## src/rtl/phase_pacer.sv

```systemverilog
// Tick-phase generator for the game core: toggles o_phase every o_period cycles, speeds up on
// each apple eaten and freezes on failure/success. Define PHASE_PACER_PAUSE_EN to add i_pause.
module phase_pacer #(
  parameter int unsigned PERIOD_W    = 20,
  parameter int unsigned BASE_PERIOD = 750000,
  parameter int unsigned MIN_PERIOD  = 200000,
  parameter int unsigned STEP        = 25000,
  parameter int unsigned LEVEL_W     = 5
) (
  input  logic                clk,
  input  logic                rst,
  input  logic                i_eat,
  input  logic                i_failure,
  input  logic                i_success,
`ifdef PHASE_PACER_PAUSE_EN
  input  logic                i_pause,
`endif
  output logic                o_phase,
  output logic [LEVEL_W-1:0]  o_level,
  output logic [PERIOD_W-1:0] o_period,
  output logic                o_halted
);

  localparam logic [0:0] StRun  = 1'b0;
  localparam logic [0:0] StHalt = 1'b1;

  localparam logic [PERIOD_W-1:0] BasePeriod   = PERIOD_W'(BASE_PERIOD);
  localparam logic [PERIOD_W:0]   MinPeriodExt = (PERIOD_W + 1)'(MIN_PERIOD);
  localparam logic [PERIOD_W:0]   StepExt      = (PERIOD_W + 1)'(STEP);
  localparam logic [LEVEL_W-1:0]  LevelMax     = '1;

  logic [0:0]          state_q, state_d;
  logic [PERIOD_W-1:0] cnt_q, cnt_d;
  logic                eat_q;
  logic                phase_q, phase_d;
  logic [LEVEL_W-1:0]  level_q, level_d;
  logic [PERIOD_W-1:0] period_q, period_d;
  logic                halted_q, halted_d;

  logic                eat_ev;
  logic                stop;
  logic                pause;
  logic                level_sat;
  logic                hit;
  logic [PERIOD_W:0]   period_sub;
  logic [PERIOD_W-1:0] period_dec;

`ifdef PHASE_PACER_PAUSE_EN
  assign pause = i_pause;
`else
  assign pause = 1'b0;
`endif

  assign eat_ev     = i_eat & ~eat_q;
  assign stop       = i_failure | i_success;
  assign level_sat  = (level_q == LevelMax);
  assign hit        = (cnt_q >= period_q - PERIOD_W'(1));
  // Extra top bit catches underflow so the floor clamp never sees a wrapped value.
  assign period_sub = {1'b0, period_q} - StepExt;
  assign period_dec = (period_sub[PERIOD_W] || (period_sub < MinPeriodExt)) ?
                      MinPeriodExt[PERIOD_W-1:0] : period_sub[PERIOD_W-1:0];

  always_comb begin
    state_d  = state_q;
    cnt_d    = cnt_q;
    phase_d  = phase_q;
    level_d  = level_q;
    period_d = period_q;
    halted_d = halted_q;

    if (eat_ev && !level_sat) begin
      level_d  = level_q + LEVEL_W'(1);
      period_d = period_dec;
    end

    if (state_q == StRun) begin
      if (stop) begin
        // Halt entry wins over a coincident toggle.
        state_d  = StHalt;
        halted_d = 1'b1;
        cnt_d    = '0;
      end else if (!pause) begin
        if (hit) begin
          phase_d = ~phase_q;
          cnt_d   = '0;
        end else begin
          cnt_d = cnt_q + PERIOD_W'(1);
        end
      end
    end else begin
      cnt_d    = '0;
      halted_d = 1'b1;
    end
  end

  always_ff @(posedge clk) begin
    if (rst) begin
      state_q  <= StRun;
      cnt_q    <= '0;
      eat_q    <= 1'b0;
      phase_q  <= 1'b0;
      level_q  <= '0;
      period_q <= BasePeriod;
      halted_q <= 1'b0;
    end else begin
      state_q  <= state_d;
      cnt_q    <= cnt_d;
      eat_q    <= i_eat;
      phase_q  <= phase_d;
      level_q  <= level_d;
      period_q <= period_d;
      halted_q <= halted_d;
    end
  end

  assign o_phase  = phase_q;
  assign o_level  = level_q;
  assign o_period = period_q;
  assign o_halted = halted_q;

endmodule

```

## config.mk

```make
export PLATFORM = sky130hd
export DESIGN_NAME = phase_pacer
export DESIGN_NICKNAME = d
export VERILOG_FILES = /design/src/rtl/phase_pacer.sv
export SDC_FILE = /design/constraint.sdc
export NUM_CORES = 1
export LEC_CHECK = 0
export ABC_AREA = 1
export ABC_CLOCK_PERIOD_IN_PS = 7230
export CORE_AREA = 5 5 80 82
export DETAILED_ROUTE_END_ITERATION = 7
export DIE_AREA = 0 0 85 87
export PLACE_DENSITY = 0.88
export SLEW_MARGIN = 0
export SYNTH_ARGS = -nofsm -noshare
export SYNTH_HDL_FRONTEND = slang
export SYNTH_SLANG_ARGS = --single-unit
```

## constraint.sdc

```tcl
create_clock -name clk -period 7.23 [get_ports clk]
set_input_delay 1.446 -clock clk [delete_from_list [all_inputs] [get_ports clk]]
set_output_delay 1.446 -clock clk [all_outputs]
set_load 0.01 [all_outputs]
```

==> metrics.md <==
| Metric | Value |
|---|---|
| Flops & latches, synth | `46` |
| Num CTS Buffers | `5` |
| Total number of vias | `3036` |
| Cell at the root of the clock tree | `sky130_fd_sc_hd__clkbuf_8` |
| Final wirelength | `around 7300 um` |
| Number of nets with antenna violations after detailed routing | `0` |
| Worst min path class | `reg2reg` |
| # diodes | `0` |
| Basic-gate share of the synthesized area counting and, or, nand and nor cells | `0.3719` |
| Worst stage delay on the critical path | `0.73 ns` |
| Mapped Cells | `474` |
| Count of input and output buffers | `28` |
| Slew Limit Fails | `0` |
| Core Footprint | `around 5700 um2` |
| Final period util | `0.5054` |
| Worst setup path category | `in2reg` |
| Proportion of layout cells with a drive suffix above 1 | `0.1323` |
| Number of gates resized after CTS | `0` |
| Arithmetic-cell share of the synthesized area counting full adders, half adders and majority gates | `0.08640` |
| Vias per std cell | `5.289` |
| Total Routing Usage GR | `0.2122` |
| Max rail drop VDD | `0.1260 mV` |
| Starting density of the core | `0.5869` |
| Filler cell count in the final layout | `506` |
| Dominant cell type by count on the critical path | `sky130_fd_sc_hd__inv_1` |
| Compound-Gate Fraction of Synth Area | `0.1153` |
| Clock network fraction of total power | `0.258` |
| Total negative slack | `0 ns` |
| Final number of hold-violating endpoints | `0` |
| Total number of placement rows | `28` |
| Xor and xnor fraction of the mapped netlist area | `0.04996` |
| Post-CTS setup-driven buffer insertion count | `0` |
| Slowest stage cell on the critical path | `sky130_fd_sc_hd__nor3_1` |
| Most instantiated flip-flop cell in the synthesis netlist | `sky130_fd_sc_hd__dfxtp_1` |
| PD cells | `173.0 nW/um2` |
| Most frequent standard cell in the layout excluding fill and tap cells | `sky130_fd_sc_hd__nand2_1` |
| Count of clock tree sinks | `46` |
| Half-perimeter wire length of the detailed placement result | `roughly 5700 um` |
| Final core occ | `0.6563` |
| Clock tree buffer depth | `2` |
| Proportion of total power due to net switching | `0.3532` |
| Initial antenna violation count | `0` |
| Post-CTS clock slew at the launch and capture registers of the worst setup and hold paths | `0.09 ns` |
| Number of design rule violations left after detail routing | `0` |
| CP Data Arrival Time | `3.86 ns` |
| Area Growth Syn to Fin | `11.83%` |
| CTS tree | `built` |
| Insertion delay to the later sink of the worst-skew pair | `0.30 ns` |
| Fin Clk Skew | `roughly 0.0065 ns` |
| Fmax | `around 0.27 GHz` |
| Maximum fanout along the worst path | `20` |
| Combinational fraction of design power | `0.296` |
| Total of endpoints with negative setup slack in the final report | `0` |
| Cell family contributing the most delay on the critical path | `buffers and inverters` |
| IO Pins | `32` |
| Remaining max-slew budget at the tightest pin | `0.3597` |
| 1st-iter DRT viols | `approximately 120` |
| DIE WIDTH | `85 um` |
| Internal power summed over all cells | `about 0.42 mW` |
| Die Outline Area | `7395 um2` |
| Final net count | `526` |
| Final GP Congestion | `~0.89` |
| Crit-path cells | `clkdlybuf4s50_1, inv_1, nor3_1, inv_1, nor2_8, nand2_8, o21ai_2, inv_1` |
| Via count of the first global-routing pass | `2992` |
| Worst slew pin tran | `0.9531 ns` |
| Run status | `finished clean` |
| Proportion of synthesized chip area in sequential cells | `0.2765` |
| Highest-count cells in the layout ignoring fill and taps | `99 x sky130_fd_sc_hd__nand2_1, 55 x sky130_fd_sc_hd__nor2_1, 53 x sky130_fd_sc_hd__inv_1` |
| Switching power summed over all nets | `0.2277 mW` |
| DR pass1 iterations | `6` |
| Syn_area_per_cell | `between 7 and 8 um2` |
| Maximum number of pins on one net before global-route repair | `23` |
| Largest family of logic cells by synthesized area | `simple AND/OR/NAND/NOR gates` |
| Static Leak | `around 1.7 nW` |
| Depth of the CTS H-tree | `2` |
| Post-detailed-route wirelength per cell | `12.65 um` |
| Count of distinct cell types in the synthesized netlist | `43` |
| Wire length of the first global-routing pass | `between 10000 and 15000 um` |
| Req. time, crit path | `between 7 and 8 ns` |
| Sum of overflow across all layers after global routing | `0` |
| Hold_buf cts | `0` |
| Area of the mapped netlist | `3331 um2` |
| Placed Cells incl. Taps | `566` |
| Post-synth EDFFs | `0` |
| Type of element launching the critical path | `input port` |
| CP endpoint kind | `register` |
| Sequential share of power | `0.446` |
| Setup repair after global routing missed its margin | `false` |
| Async set-or-reset flop fraction in the synthesized netlist | `0` |
| Die Ht | `87 um` |
| Non-filler instance count after layout | `574` |
| Crit path buffers/inverters | `4` |
| Yosys warns | `0` |
| Multiplexer fraction of the synthesized cell area | `0` |
| Min Clock Period, post-route | `3.654 ns` |
| Max Cap Violations | `0` |
final cells by class:
type	count	area, um2	area share
Multi-Input combinational cell	352	2088	0.5606
Sequential cell	46	920.9	0.2472
Timing Repair Buffer	28	280.3	0.07524
Inverter	65	246.5	0.06617
Tap cell	75	93.84	0.02519
Clock buffer	6	82.58	0.02217
Clock inverter	2	12.51	0.003359
synth_stat cells, types with 2 or more instances:
| library cell | n | area, um2 |
|---|---|---|
| sky130_fd_sc_hd__nor2_8 | 2 | 40.04 |
| sky130_fd_sc_hd__nand3_1 | 31 | 155.2 |
| sky130_fd_sc_hd__nand2_2 | 7 | 43.79 |
| sky130_fd_sc_hd__o211ai_1 | 2 | 15.01 |
| sky130_fd_sc_hd__nor3_2 | 4 | 40.04 |
| sky130_fd_sc_hd__ha_1 | 23 | 287.8 |
| sky130_fd_sc_hd__buf_6 | 3 | 33.78 |
| sky130_fd_sc_hd__o21ai_0 | 13 | 65.06 |
| sky130_fd_sc_hd__dfxtp_1 | 46 | 920.9 |
| sky130_fd_sc_hd__nor2_1 | 55 | 206.5 |
| sky130_fd_sc_hd__nor3b_1 | 2 | 15.01 |
| sky130_fd_sc_hd__nor2_4 | 2 | 22.52 |
| sky130_fd_sc_hd__nor3_1 | 12 | 60.06 |
| sky130_fd_sc_hd__clkbuf_1 | 7 | 26.28 |
| sky130_fd_sc_hd__buf_4 | 3 | 22.52 |
| sky130_fd_sc_hd__o21ai_2 | 7 | 61.31 |
| sky130_fd_sc_hd__inv_2 | 10 | 37.54 |
| sky130_fd_sc_hd__nor2_2 | 3 | 18.77 |
| sky130_fd_sc_hd__a21oi_1 | 33 | 165.2 |
| sky130_fd_sc_hd__nand2_1 | 99 | 371.6 |
| sky130_fd_sc_hd__nand4_1 | 8 | 50.05 |
| sky130_fd_sc_hd__a21oi_2 | 3 | 26.28 |
| sky130_fd_sc_hd__inv_1 | 53 | 198.9 |
| sky130_fd_sc_hd__nand2_4 | 7 | 78.83 |
| sky130_fd_sc_hd__xor2_1 | 18 | 157.7 |
| sky130_fd_sc_hd__nand3_2 | 4 | 40.04 |
power by group through the flow:
stage	Clock, mW	Combinational (mW)	Sequential, mW
finish	0.166	0.191	0.288
global route	0.180	0.214	0.290
CTS	0.170	0.191	0.287
detailed placement	0	0.188	0.293
global placement	0	0.183	0.292
floorplan	0	0.142	0.290
per-layer routing:
layer	track usage	routed length, um
met1	0.2600	3198
met2	0.3729	3727
met3	0.04257	254
met4	0.06763	82
met5	0	0
through the flow:
step / setup slack (ns) / area (um2) / hold slack, ns / power, mW
after floorplan: 4.348 / 3338 / 0.4334 / 0.4317
after global placement: 3.346 / 3630 / 0.4439 / 0.4749
after global routing: 3.298 / 3725 / 0.5276 / 0.6845
after detailed placement: 3.233 / 3630 / 0.4617 / 0.4811
after CTS: 3.563 / 3725 / 0.4823 / 0.6476
final: 3.576 / 3725 / 0.4747 / 0.6445
worst paths after layout:
path,start,endpoint,slack (ns),depth (start not counted)
min,o_halted,o_halted,0.47,2
max,i_eat,o_period[10],3.58,8
max reg2reg,o_period[3],cnt_q[2],3.79,16
min reg2reg,o_halted,o_halted,0.47,2
worst register-to-register path, cell delays in order, from the launching register on:
cell and delay [ns]:
sky130_fd_sc_hd__dfxtp_1 0.36, sky130_fd_sc_hd__inv_1 0.15, sky130_fd_sc_hd__ha_1 0.20, sky130_fd_sc_hd__nand2_1 0.07, sky130_fd_sc_hd__nor2_1 0.15, sky130_fd_sc_hd__nand2_1 0.13, sky130_fd_sc_hd__or4_4 0.44, sky130_fd_sc_hd__nor2_1 0.12
sky130_fd_sc_hd__xor2_1 0.17, sky130_fd_sc_hd__ha_1 0.28, sky130_fd_sc_hd__a21oi_1 0.13, sky130_fd_sc_hd__o21ai_0 0.11, sky130_fd_sc_hd__a21oi_1 0.17, sky130_fd_sc_hd__nand4_1 0.18, sky130_fd_sc_hd__nor2_1 0.13, sky130_fd_sc_hd__inv_1 0.29
sky130_fd_sc_hd__nor3b_1 0.28
kinds of logic after synthesis:
group                      count (synthesis)
and+or+nand+nor                          244
buffers and inverters                     78
AOI/OAI and AO/OA                         63
DFF                                       46
adders and majority gates                 23
xor gates and xnor gates                  19
other                                      1
sequential cells by signal, summed over array words and instances, names as in the netlist:
name      count
o_period     17
o_phase       1
cnt_q        20
o_halted      1
eat_q         1
state_q       1
o_level       5
Note: power is estimated with default switching activity, not from simulation.
